==> config.mk <==
export PLATFORM = sky130hd
export DESIGN_NAME = stack_arbiter_flat
export DESIGN_NICKNAME = d
export VERILOG_FILES = /design/src/rtl/stack_pkg.sv /design/src/rtl/stack_arbiter_if.sv /design/src/rtl/stack_mem.sv /design/src/rtl/stack_arbiter.sv /design/src/flat_wrapper.sv
export SDC_FILE = /design/constraint.sdc
export NUM_CORES = 1
export LEC_CHECK = 0
export BUFFER_PORTS_ARGS = -buffer_cell sky130_fd_sc_hd__clkbuf_2
export CAP_MARGIN = 20
export CELL_PAD_IN_SITES_DETAIL_PLACEMENT = 1
export CELL_PAD_IN_SITES_GLOBAL_PLACEMENT = 2
export CORE_MARGIN = 2
export CORE_UTILIZATION = 39
export DETAILED_ROUTE_END_ITERATION = 8
export PLACE_DENSITY_LB_ADDON = 0.2
export SYNTH_ARGS = -nofsm -noshare
export SYNTH_HDL_FRONTEND = slang
export SYNTH_SLANG_ARGS = --single-unit
export TNS_END_PERCENT = 5
==> constraint.sdc <==
create_clock -name clk -period 3.5 [get_ports clk]
set_input_delay 0.525 -clock clk [delete_from_list [all_inputs] [get_ports clk]]
set_output_delay 0.525 -clock clk [all_outputs]
set_load 0.03 [all_outputs]
==> src/rtl/stack_pkg.sv <==
// Shared types and defaults for the two-requester stack arbiter.
package stack_pkg;

  localparam int DEF_DEPTH = 16;
  localparam int DEF_WIDTH = 8;

  typedef enum logic [1:0] {
    OP_ILL  = 2'b00,
    OP_PUSH = 2'b01,
    OP_POP  = 2'b10,
    OP_PEEK = 2'b11
  } op_e;

  typedef enum logic [1:0] {
    IDLE = 2'b00,
    EXEC = 2'b01,
    RESP = 2'b10
  } state_e;

endpackage

==> src/rtl/stack_arbiter_if.sv <==
// Command/response bundle between the two requesters and the stack arbiter.
interface stack_arbiter_if
  import stack_pkg::*;
#(
  parameter int DEPTH = DEF_DEPTH,
  parameter int WIDTH = DEF_WIDTH
);
  localparam int LW = $clog2(DEPTH) + 1;

  logic [1:0]         req_valid;
  logic [3:0]         req_op;
  logic [2*WIDTH-1:0] req_wdata;
  logic [1:0]         req_ready;
  logic               rsp_valid;
  logic               rsp_id;
  logic [WIDTH-1:0]   rsp_rdata;
  logic               rsp_err;
  logic [LW-1:0]      level;
  logic               full;
  logic               empty;

  modport master (
    output req_valid, req_op, req_wdata,
    input  req_ready, rsp_valid, rsp_id, rsp_rdata, rsp_err, level, full, empty
  );

  modport slave (
    input  req_valid, req_op, req_wdata,
    output req_ready, rsp_valid, rsp_id, rsp_rdata, rsp_err, level, full, empty
  );
endinterface

==> src/rtl/stack_mem.sv <==
// Single-port stack storage: synchronous write, registered read, contents not reset.
module stack_mem #(
  parameter int DEPTH = 16,
  parameter int WIDTH = 8
) (
  input  logic                     clk,
  input  logic                     we,
  input  logic                     re,
  input  logic [$clog2(DEPTH)-1:0] addr,
  input  logic [WIDTH-1:0]         wdata,
  output logic [WIDTH-1:0]         rdata
);
  logic [WIDTH-1:0] mem [DEPTH];

  always_ff @(posedge clk) begin
    if (we) mem[addr] <= wdata;
    if (re) rdata <= mem[addr];
  end
endmodule

==> src/rtl/stack_arbiter.sv <==
// Round-robin arbiter/sequencer sharing one LIFO between two requesters.
// Define STACK_ARB_PEEK_EN to enable opcode 11 (peek); otherwise it is rejected as illegal.
//
// state | meaning
// IDLE  | wait for a request, grant one, latch its command
// EXEC  | perform push/pop/peek against the stack memory
// RESP  | present the tagged response for one cycle
module stack_arbiter
  import stack_pkg::*;
#(
  parameter int DEPTH = DEF_DEPTH,
  parameter int WIDTH = DEF_WIDTH
) (
  input logic           clk,
  input logic           rst_n,
  stack_arbiter_if.slave bus
);
  localparam int AW = $clog2(DEPTH);
  localparam int LW = AW + 1;

  state_e           state_q, state_d;
  logic             last_q, id_q, grant_id, accept;
  op_e              op_q;
  logic [WIDTH-1:0] wdata_q;
  logic [LW-1:0]    sp_q, sp_d;
  logic [1:0]       ready_d;
  logic             mem_we, mem_re;
  logic [AW-1:0]    mem_addr;
  logic [WIDTH-1:0] mem_rdata;
  logic             err_d, err_q, rd_d, rd_q;
  logic             is_full, is_empty, peek_ok;

  assign is_full  = (sp_q == LW'(DEPTH));
  assign is_empty = (sp_q == '0);

`ifdef STACK_ARB_PEEK_EN
  assign peek_ok = 1'b1;
`else
  assign peek_ok = 1'b0;
`endif

  // Tie goes to whoever was not granted last; a lone requester always wins.
  always_comb begin
    grant_id = 1'b0;
    if (&bus.req_valid)                           grant_id = ~last_q;
    else if (bus.req_valid[1] && !bus.req_valid[0]) grant_id = 1'b1;
  end

  always_ff @(posedge clk or negedge rst_n) begin
    if (!rst_n) state_q <= IDLE;
    else        state_q <= state_d;
  end

  always_comb begin
    state_d  = state_q;
    ready_d  = '0;
    accept   = 1'b0;
    sp_d     = sp_q;
    mem_we   = 1'b0;
    mem_re   = 1'b0;
    mem_addr = sp_q[AW-1:0] - AW'(1);
    err_d    = 1'b0;
    rd_d     = 1'b0;
    case (state_q)
      IDLE: begin
        if (|bus.req_valid) begin
          ready_d[grant_id] = 1'b1;
          accept            = 1'b1;
          state_d           = EXEC;
        end
      end
      EXEC: begin
        state_d = RESP;
        case (op_q)
          OP_PUSH: begin
            mem_addr = sp_q[AW-1:0];
            if (is_full) err_d = 1'b1;
            else begin
              mem_we = 1'b1;
              sp_d   = sp_q + LW'(1);
            end
          end
          OP_POP: begin
            if (is_empty) err_d = 1'b1;
            else begin
              mem_re = 1'b1;
              rd_d   = 1'b1;
              sp_d   = sp_q - LW'(1);
            end
          end
          OP_PEEK: begin
            if (!peek_ok || is_empty) err_d = 1'b1;
            else begin
              mem_re = 1'b1;
              rd_d   = 1'b1;
            end
          end
          default: err_d = 1'b1;
        endcase
      end
      RESP:    state_d = IDLE;
      default: state_d = IDLE;
    endcase
  end

  always_ff @(posedge clk or negedge rst_n) begin
    if (!rst_n) begin
      last_q  <= 1'b1;
      id_q    <= 1'b0;
      op_q    <= OP_ILL;
      wdata_q <= '0;
      sp_q    <= '0;
      err_q   <= 1'b0;
      rd_q    <= 1'b0;
    end else begin
      sp_q <= sp_d;
      if (accept) begin
        last_q  <= grant_id;
        id_q    <= grant_id;
        op_q    <= op_e'(grant_id ? bus.req_op[3:2] : bus.req_op[1:0]);
        wdata_q <= grant_id ? bus.req_wdata[2*WIDTH-1:WIDTH] : bus.req_wdata[WIDTH-1:0];
      end
      if (state_q == EXEC) begin
        err_q <= err_d;
        rd_q  <= rd_d;
      end
    end
  end

  stack_mem #(.DEPTH(DEPTH), .WIDTH(WIDTH)) u_mem (
    .clk   (clk),
    .we    (mem_we),
    .re    (mem_re),
    .addr  (mem_addr),
    .wdata (wdata_q),
    .rdata (mem_rdata)
  );

  // rd_q masks the unreset RAM output so pushes and errors return zero.
  assign bus.req_ready = ready_d;
  assign bus.rsp_valid = (state_q == RESP);
  assign bus.rsp_id    = id_q;
  assign bus.rsp_err   = err_q;
  assign bus.rsp_rdata = rd_q ? mem_rdata : '0;
  assign bus.level     = sp_q;
  assign bus.full      = is_full;
  assign bus.empty     = is_empty;
endmodule

==> src/flat_wrapper.sv <==
// flat-port wrapper written by rule: the top's interface ports become plain ports
module stack_arbiter_flat import stack_pkg::*;
#(
  parameter int DEPTH = DEF_DEPTH,
  parameter int WIDTH = DEF_WIDTH
)
  (clk, rst_n, bus_req_valid, bus_req_op, bus_req_wdata, bus_req_ready, bus_rsp_valid, bus_rsp_id, bus_rsp_rdata, bus_rsp_err, bus_level, bus_full, bus_empty);
  stack_arbiter_if #(.DEPTH(DEPTH), .WIDTH(WIDTH)) bus_i ();
  input logic clk;
  input logic rst_n;
  input wire logic [$bits(bus_i.req_valid)-1:0] bus_req_valid;
  input wire logic [$bits(bus_i.req_op)-1:0] bus_req_op;
  input wire logic [$bits(bus_i.req_wdata)-1:0] bus_req_wdata;
  output wire logic [$bits(bus_i.req_ready)-1:0] bus_req_ready;
  output wire logic [$bits(bus_i.rsp_valid)-1:0] bus_rsp_valid;
  output wire logic [$bits(bus_i.rsp_id)-1:0] bus_rsp_id;
  output wire logic [$bits(bus_i.rsp_rdata)-1:0] bus_rsp_rdata;
  output wire logic [$bits(bus_i.rsp_err)-1:0] bus_rsp_err;
  output wire logic [$bits(bus_i.level)-1:0] bus_level;
  output wire logic [$bits(bus_i.full)-1:0] bus_full;
  output wire logic [$bits(bus_i.empty)-1:0] bus_empty;
  assign bus_i.req_valid = bus_req_valid;
  assign bus_i.req_op = bus_req_op;
  assign bus_i.req_wdata = bus_req_wdata;
  assign bus_req_ready = bus_i.req_ready;
  assign bus_rsp_valid = bus_i.rsp_valid;
  assign bus_rsp_id = bus_i.rsp_id;
  assign bus_rsp_rdata = bus_i.rsp_rdata;
  assign bus_rsp_err = bus_i.rsp_err;
  assign bus_level = bus_i.level;
  assign bus_full = bus_i.full;
  assign bus_empty = bus_i.empty;
  stack_arbiter #(.DEPTH(DEPTH), .WIDTH(WIDTH)) u_core (.clk(clk), .rst_n(rst_n), .bus(bus_i));
endmodule
### Yosys cells after proc, flatten, opt, wreduce, memory -nomap -nowiden

Memories as Yosys holds them, arrays and structs flattened. A register that Yosys moved wholly into a read port is not among the register bits.
Index checks and enable logic that the tools add are counted.

| operators by class | value |
|---|---|
| add/subtract/negate cells | 3 |
| $lt $le $gt $ge | 2 |
| eq/ne operators | 8 |
| multiplexer cells | 29 |
| bitwise gates (word level) | 1 |
| reductions and logical operators | 9 |

Operators with widths:

| kind | number |
|---|---|
| 8-bit 2-to-1 mux | 2 |
| 1-bit 2-to-1 mux | 15 |
| 5-bit 2-to-1 mux | 2 |
| 5-bit one-hot mux with 2 select lines | 1 |
| 2-bit 2-to-1 mux | 4 |
| 4-bit 2-to-1 mux | 2 |
| 5-bit by 1-bit adder with 5-bit output (second input constant) | 1 |
| 5-bit equality test (second input constant) | 1 |
| 5-bit zero test | 1 |
| 5-bit by 1-bit subtractor with 5-bit output (second input constant) | 1 |
| 2-bit by 1-bit equality test with 1-bit output (second input constant) | 2 |
| 2-bit equality test (second input constant) | 2 |
| 2-bit != test (second input constant) | 2 |
| 2-bit one-hot mux with 2 select lines | 1 |
| 4-bit AND reduction | 1 |
| 4-bit by 1-bit subtractor with 4-bit output (second input constant) | 1 |
| 1-bit logical AND | 2 |
| 2-bit zero test | 1 |
| 1-bit by 2-bit < comparator with 1-bit output (second input constant) | 1 |
| 2-bit by 1-bit != test with 1-bit output (second input constant) | 1 |
| 1-bit one-hot mux with 2 select lines | 1 |
| 2-bit AND reduction | 1 |
| 2-bit nonzero test | 1 |
| 2-bit OR reduction | 1 |
| 4 further kinds | 4 |

| word-level totals | value |
|---|---|
| flip-flop bits (word level) | 21 |
| RAM bits | 128 |
| input bits | 24 |
| output and inout port bits | 20 |
| word-level logic and storage cells | 61 |
| memories kept | 1 |

Memory list:

| name | words | width | rd ports | clocked after Yosys merged registers in | wr ports | RTL line | text |
|---|---|---|---|---|---|---|---|
| u_core.u_mem.mem | 16 | 8 | 1 | 1 | 1 | stack_mem.sv:13 | `logic [WIDTH-1:0] mem [DEPTH];` |

### Depth between registers and ports, before layout

Gate-level depths: netlist (run 1).

| depth | value |
|---|---|
| depth in word-level cells | 10 |
| gate-level depth with buffers | 11 |

### Cells and area by module

Synthesis (run 1) repeated with hierarchy kept, for this count alone.

| second synthesis, totals | value |
|---|---|
| cell total of the unflattened synthesis | 370 |
| area total of the unflattened synthesis | 6431.2 sq um |

By module, submodules not included:

| module | times used | cells an instance | area each (sq um) | sequential area each (sq um) |
|---|---|---|---|---|
| stack_mem | 1 | 230 | 5147.4 | 4083.9 |
| stack_arbiter | 1 | 140 | 1283.7 | 526.8 |

### Worst setup path after synthesis (run 1)

No wires, ideal clock.

| timing path | value |
|---|---|
| path kind | reg-to-reg |
| start point | reg u_core.sp_q[0], in the netlist u_core.bus.level[0] |
| end point | mem u_core.u_mem.mem[10][0] (enable) |
| arrival | 2.464 ns |
| data required time | 3.130 ns |
| slack | 0.666 ns |
| cell stages (with the launch flop) | 10 |
| cell sequence | dfrtp_1 > buf_2 > inv_2 > clkbuf_1 > ha_1 > nand2_1 > nor3b_1 > a211oi_2 > buf_4 > nor2_1 |

| on the way | value |
|---|---|
| longest elaborated chain between the ends | 6 |

Ends and longest elaborated chain:

| what | RTL line | text |
|---|---|---|
| start: declaration | stack_arbiter.sv:25 | `logic [LW-1:0] sp_q, sp_d;` |
| start signal: assignment | stack_arbiter.sv:116 | `sp_q <= sp_d;` |
| 5-bit equality test | stack_arbiter.sv:33 | `assign is_full = (sp_q == LW'(DEPTH));` |
| 1-bit 2-to-1 mux | stack_arbiter.sv:77 | `if (is_full) err_d = 1'b1;` |
| 1-bit 2-to-1 mux | stack_arbiter.sv:74 | `case (op_q)` |
| 1-bit 2-to-1 mux | stack_arbiter.sv:64 | `case (state_q)` |
| 1-bit 2-to-1 mux | stack_mem.sv:16 | `if (we) mem[addr] <= wdata;` |
| 1-bit 2-to-1 mux (not written as such) | stack_mem.sv:16 |  |
| end: declaration | stack_mem.sv:13 |  |

Parallel ways exist; a longest one is shown, timed or not.

### Worst setup path in the final report (run 1)

| timing path | value |
|---|---|
| start point | reg u_core.sp_q[0], in the netlist u_core.bus.level[0] |
| end point | mem u_core.u_mem.mem[2][0] (enable) |

Same word-level chain as after synthesis.

==> results of run 1 <==
-- flip-flops by register name (all words and copies together), names as in the netlist --
name	flops
u_core.bus.level	5
u_core.op_q	2
u_core.u_mem.mem	128
u_core.bus.rsp_id	1
u_core.wdata_q	8
u_core.u_mem.rdata	8
u_core.state_q	2
u_core.bus.rsp_err	1
u_core.rd_q	1
u_core.last_q	1
-- power by group through the flow --
stage                     Clock [W]  Combinational [W]  Sequential [W]
after detailed placement          0            0.00381         0.00297
after global routing        0.00183            0.00408         0.00297
after CTS                   0.00174            0.00383         0.00293
after global placement            0            0.00376         0.00295
final                       0.00171            0.00378         0.00292
after floorplan                   0            0.00291         0.00280
-- worst max-delay path, cell delays in order (launching register included) --
cell	delay, ps
dfrtp_1	500
inv_2	240
ha_1	360
o21ai_0	380
a211oi_2	150
buf_4	220
nor2_1	790
-- cell type report --
type | count | area [um^2] | share of cell area, %
clock buffers | 17 | 425 | 4.80
clock inverters | 15 | 114 | 1.29
inverters | 18 | 67.6 | 0.763
multi-input cells | 281 | 2900 | 32.7
flip-flops and latches | 157 | 4610 | 52.1
well taps | 265 | 332 | 3.74
repair buffers | 65 | 405 | 4.58
-- metrics by stage --
stage / hold WS [ps] / total power [W] / setup slack [ps] / instances
detailed placement: 470 / 0.00678 / 494 / 786
global route: 96.2 / 0.00888 / 289 / 818
global placement: 462 / 0.00670 / 543 / 786
floorplan: 229 / 0.00571 / 666 / 486
finish: 69.2 / 0.00841 / 466 / 818
CTS: 71.5 / 0.00850 / 460 / 818
-- routing by layer --
| layer | global-route usage [%] | share of wire (%) | up-vias |
|---|---|---|---|
| met3 | 4.25 | 3.8 | 16 |
| met5 | 0 | 0 | - |
| met2 | 29.8 | 48 | 89 |
| met4 | 5.34 | 1.0 | 0 |
| li1 | - | - | 2039 |
| met1 | 25.3 | 47 | 2345 |
-- logic make-up after synthesis --
family	count (synthesis)	synth area share [%]
compound gates	47	5.30
flops	157	59.2
buf+inv	48	3.73
simple gates	61	4.10
fa+ha+maj	8	1.38
mux	161	25.8
xor+xnor	4	0.450
-- final timing paths --
check                                    startpoint                      to  slack (ps)  cells past startpoint
worst min register to register    u_core.bus.rsp_id       u_core.bus.rsp_id         480                      1
worst max-delay path            u_core.bus.level[0]  u_core.u_mem.mem[2][0]         470                      6
min in group clk                      bus_req_op[3]          u_core.op_q[1]         310                      3
worst min-delay path                          rst_n             u_core.rd_q          70                      1
worst max register to register  u_core.bus.level[0]  u_core.u_mem.mem[2][0]         470                      6
max in group asynchronous                     rst_n     u_core.bus.level[1]        3020                      1
-- layout by cell type (no fill, tap or decap), types with 4 or more instances in the layout --
cell type | synthesis | final
edfxtp_1 | 136 | 136
o221ai_2 | 6 | 6
and2_1 | 9 | 9
a21o_1 | 4 | 4
inv_1 | 17 | 17
buf_4 | 10 | 20
dfrtp_1 | 20 | 19
clkbuf_16 | 0 | 17
o21ai_1 | 4 | 4
mux2i_1 | 129 | 129
o21ai_0 | 5 | 5
clkbuf_2 | 0 | 43
nor2_1 | 22 | 22
inv_6 | 0 | 4
clkinvlp_4 | 0 | 4
nand2_1 | 8 | 8
o22a_1 | 8 | 8
clkinv_2 | 0 | 4
mux4_2 | 32 | 32
ha_1 | 7 | 6
a222oi_1 | 10 | 10
==> results_dict.tcl, run 1 <==
set metrics [dict create \
    synth_area_leaders "edfxtp_1, mux2i_1, mux4_2" \
    status "finished clean" \
    grt_first_pass_wirelength_mm 28.9 \
    design_area_mm2 0.00886 \
    clkPwrFrac_pct 20.4 \
    synth_warnings 0 \
    p_leak_nw 3.31 \
    post-synth-top-count-cell "edfxtp_1" \
    vias 4489 \
    seqPwrFrac_pct 34.7 \
    p_sw_w 0.00327 \
    overflow 0 \
    core_mm2 0.0195 \
    syn_inst 486 \
    first_iter_violations 354 \
    p_per_area_mw_per_mm2 949 \
    crit_required_ps 3550 \
    clk_path_buf_depth 2 \
    yosysSeqAreaShare_pct 59.2 \
    initial_core_util_pct 39.9 \
    nets 572 \
    post_drt_via_cell_ratio 5.49 \
    grt_max_degree 51 \
    wl_per_cell_um 22.9 \
    numCtsBuffers 17 \
    path_max_fanout 13 \
    clk_pin_slew_ps 70 \
    syn_area_per_cell_um2 16.0 \
    cts.sinks 157 \
    worstSetupPathType "flip-flop to flip-flop" \
    synth_flop_cell "edfxtp_1" \
    ys_seq_elements 157 \
    maxCapViolCount 0 \
    cp-start-kind "flip-flop" \
    relSlewSlack_pct 32.2 \
    cts_root_buffer "clkbuf_16" \
    worstHoldPathType "input pin to async pin" \
    async_flop_share_pct 13.4 \
    peakVddDrop_v 0.000460 \
    grtUsageTotal_pct 18.5 \
    rows 51 \
    final_core_util_pct 45.4 \
    synth.largest_area_cell "edfxtp_1" \
    critPathCaptureType "flip-flop" \
    report.final.slew_viol_count 0 \
    port_buffers 43 \
    grt_pass1_vias 4747 \
    dpl-instance-area_mm2 0.00832 \
    area_growth_pct 13.8 \
    antenna_found_initial 0 \
    setup-tns-final_ps 0 \
    die_w_um 145 \
    ant_nets 0 \
    syn_nets 518 \
    netlist.area_leader.share_pct 52.4 \
    tightest_slew_ps 1010 \
    post_cts_resized 0 \
    synth_common_cells "edfxtp_1, mux2i_1, mux4_2" \
    die-area_mm2 0.0211 \
    max_freq_mhz 330 \
    cts_hold_buf 0 \
    synth-edff-count 136 \
    die_h_um 145 \
    drtPass1Iterations 5 \
    gp_congestion 0.748 \
    cts_tree "built" \
    finalHoldViolCount 0 \
    internal-power_w 0.00513 \
    fin_skew_ps 9.21 \
    drive_above_1_share_pct 26.0 \
    rsz0062_at_grt "false" \
    fill_cells 1943 \
    period_share_pct 86.7 \
    switching_share_pct 38.9 \
    p_comb_share_pct 44.9 \
    htree_levels 4 \
    yosysUniqueCellTypes 43 \
    drc 0 \
    syn_area_mm2 0.00779 \
    finalSetupViolCount 0 \
    critPathArrivalTime_ps 3080 \
    pin_count 44 \
    clk_latency_ps 430 \
    dp.final_hpwl_mm 12.2 \
    antenna_cells 0 \
    wl_mm 18.8 \
    fin_crit_ps 3030 \
    postCtsSetupRepairBufs 0 \
]
(Power assumes the default switching activity.)
==> run 2, diff against run 1 <==
--- a/config.mk
+++ b/config.mk
@@ -7,12 +7,13 @@
 export LEC_CHECK = 0
 export BUFFER_PORTS_ARGS = -buffer_cell sky130_fd_sc_hd__clkbuf_2
 export CAP_MARGIN = 20
-export CELL_PAD_IN_SITES_DETAIL_PLACEMENT = 1
-export CELL_PAD_IN_SITES_GLOBAL_PLACEMENT = 2
+export CELL_PAD_IN_SITES_DETAIL_PLACEMENT = 0
+export CELL_PAD_IN_SITES_GLOBAL_PLACEMENT = 1
 export CORE_MARGIN = 2
 export CORE_UTILIZATION = 39
 export DETAILED_ROUTE_END_ITERATION = 8
 export PLACE_DENSITY_LB_ADDON = 0.2
+export SKIP_CTS_REPAIR_TIMING = 1
 export SYNTH_ARGS = -nofsm -noshare
 export SYNTH_HDL_FRONTEND = slang
 export SYNTH_SLANG_ARGS = --single-unit
==> run 2 against run 1 <==
  * Fmax up 2.4%
  * Setup slack better by 72 ps
  * Sequential power about the same
  * Sequential share of layout area down 0.21 points
  * Non-clock buffer count up 2
  * Combinational power about the same
  * Clock skew up 0.79 ps
  * Design area up 0.40%
==> results_dict.tcl, run 2 (synthesized netlist as in run 1, its figures left out) <==
set metrics [dict create \
    status "finished clean" \
    setup-tns-final_ps 0 \
    final_common_cell "edfxtp_1" \
    fin_crit_ps 2960 \
    clk_latency_ps 420 \
    peakVddDrop_v 0.000678 \
    wl_per_cell_um 21.7 \
    p_leak_nw 3.34 \
    numCtsBuffers 17 \
    post_drt_via_cell_ratio 5.46 \
    p_per_area_mw_per_mm2 955 \
    die-area_mm2 0.0211 \
    path_cells "buf_4, nor2_1, o21ai_0, a211oi_2, buf_4, nor2_1" \
    final_cell_mix "edfxtp_1, mux2i_1, clkbuf_2, mux4_2, buf_4" \
    grt_max_degree 46 \
    clk_path_buf_depth 2 \
    critPathLaunch "u_core.bus.level[1]" \
    die_w_um 145 \
    timing.rr.start "u_core.bus.level[1]" \
    cts_tree "built" \
    drc 0 \
    rsz0062_at_grt "false" \
    ant_nets 0 \
    first_iter_violations 337 \
    path_max_fanout 45 \
    finalHoldViolCount 0 \
    fin_skew_ps 10.0 \
    layout_setup_ws_ps 538 \
    drtPass1Iterations 7 \
    period_share_pct 84.6 \
    grt_first_pass_wirelength_mm 27.3 \
    place_ws_ps 570 \
    drive_above_1_share_pct 25.9 \
    dp.final_hpwl_mm 11.7 \
    largest_reg_flops 128 \
    fill_cells 1758 \
    cp-start-kind "flip-flop" \
    slowest_delay_ps 660 \
    layout.area.seq_mm2 0.00461 \
    post_layout_nonfiller_instances 821 \
    critPathCaptureType "flip-flop" \
    antenna_found_initial 0 \
    relSlewSlack_pct 42.7 \
    reg_top3 "u_core.u_mem.mem: 128 flops, u_core.u_mem.rdata: 8 flops, u_core.wdata_q: 8 flops" \
    clk_pin_slew_ps 60 \
    initial_core_util_pct 39.9 \
    rows 51 \
    dp_cells 788 \
    multi_input_area_mm2 0.00290 \
    finalSetupViolCount 0 \
    tightest_slew_ps 859 \
    core_mm2 0.0195 \
    crit_required_ps 3540 \
    worstSetupPathType "flip-flop to flip-flop" \
    pin_count 44 \
    nets 574 \
    htree_levels 4 \
    worstHoldPathType "input pin to async pin" \
    wl_mm 17.8 \
    gp_congestion 0.766 \
    grtUsageTotal_pct 17.4 \
    die_h_um 145 \
    maxCapViolCount 0 \
    regMostFlops "u_core.u_mem.mem" \
    max_freq_mhz 338 \
    cp_slowest_cell "nor2_1" \
    critPathArrivalTime_ps 3000 \
    grt_pass1_vias 4576 \
    overflow 0 \
    port_buffers 43 \
    cts_root_buffer "clkbuf_16" \
    report.final.slew_viol_count 0 \
    area_growth_pct 14.2 \
    vias 4484 \
    cts.sinks 157 \
]
[run 2: area by class of cell]
type / instances / share of cell area (%)
flip-flops and latches: 157 / 51.9
multi-input cells: 281 / 32.6
clock buffers: 18 / 4.83
repair buffers: 67 / 4.59
well taps: 265 / 3.73
clock inverters: 14 / 1.58
inverters: 18 / 0.760
diodes: 1 / 0.0281
[run 2: power by group]
group / total [W] / internal (W) / switching (W)
clock network: 0.00180 / 0.00105 / 0.000745
registers: 0.00293 / 0.00250 / 0.000429
logic: 0.00377 / 0.00173 / 0.00204
total: 0.00849 / 0.00528 / 0.00321
[run 2: layer usage]
layer / GRT usage [%] / share of wire [%] / up-vias
met5: 0 / 0 / -
met4: 3.48 / 0.60 / 0
met2: 28.2 / 48 / 112
met1: 24.0 / 47 / 2319
li1: - / - / 2047
met3: 4.25 / 3.9 / 6
[run 2: path summary, 6_finish.rpt]
| check | endpoint | slack (ps) | cells past startpoint |
|---|---|---|---|
| min | u_core.bus.level[0] | 80 | 1 |
| max | u_core.u_mem.mem[3][3] | 540 | 6 |
| max in group asynchronous | u_core.bus.level[1] | 3000 | 1 |
| max reg2reg | u_core.u_mem.mem[3][3] | 540 | 6 |
| min in group clk | u_core.op_q[1] | 330 | 3 |
| min reg2reg | u_core.bus.rsp_id | 480 | 1 |
[run 2: worst max-delay path: cells and delay by family, from the launching register on]
kind	cells	cell delay [ps]
AND/OR/NAND/NOR	2	860
buffers and inverters	2	830
AO/OA/AOI/OAI	2	480
flip-flops	1	420
[run 2: through the flow]
stage | cell area [um^2] | total power, W | utilization [%] | hold WS, ps
finish | 8890 | 0.00849 | 45.5 | 79.9
CTS | 8890 | 0.00857 | 45.5 | 83.3
detailed placement | 8320 | 0.00676 | 42.6 | 472
floorplan | 7790 | 0.00571 | - | 229
global route | 8890 | 0.00893 | 45.5 | 111
global placement | 8320 | 0.00670 | 42.6 | 464
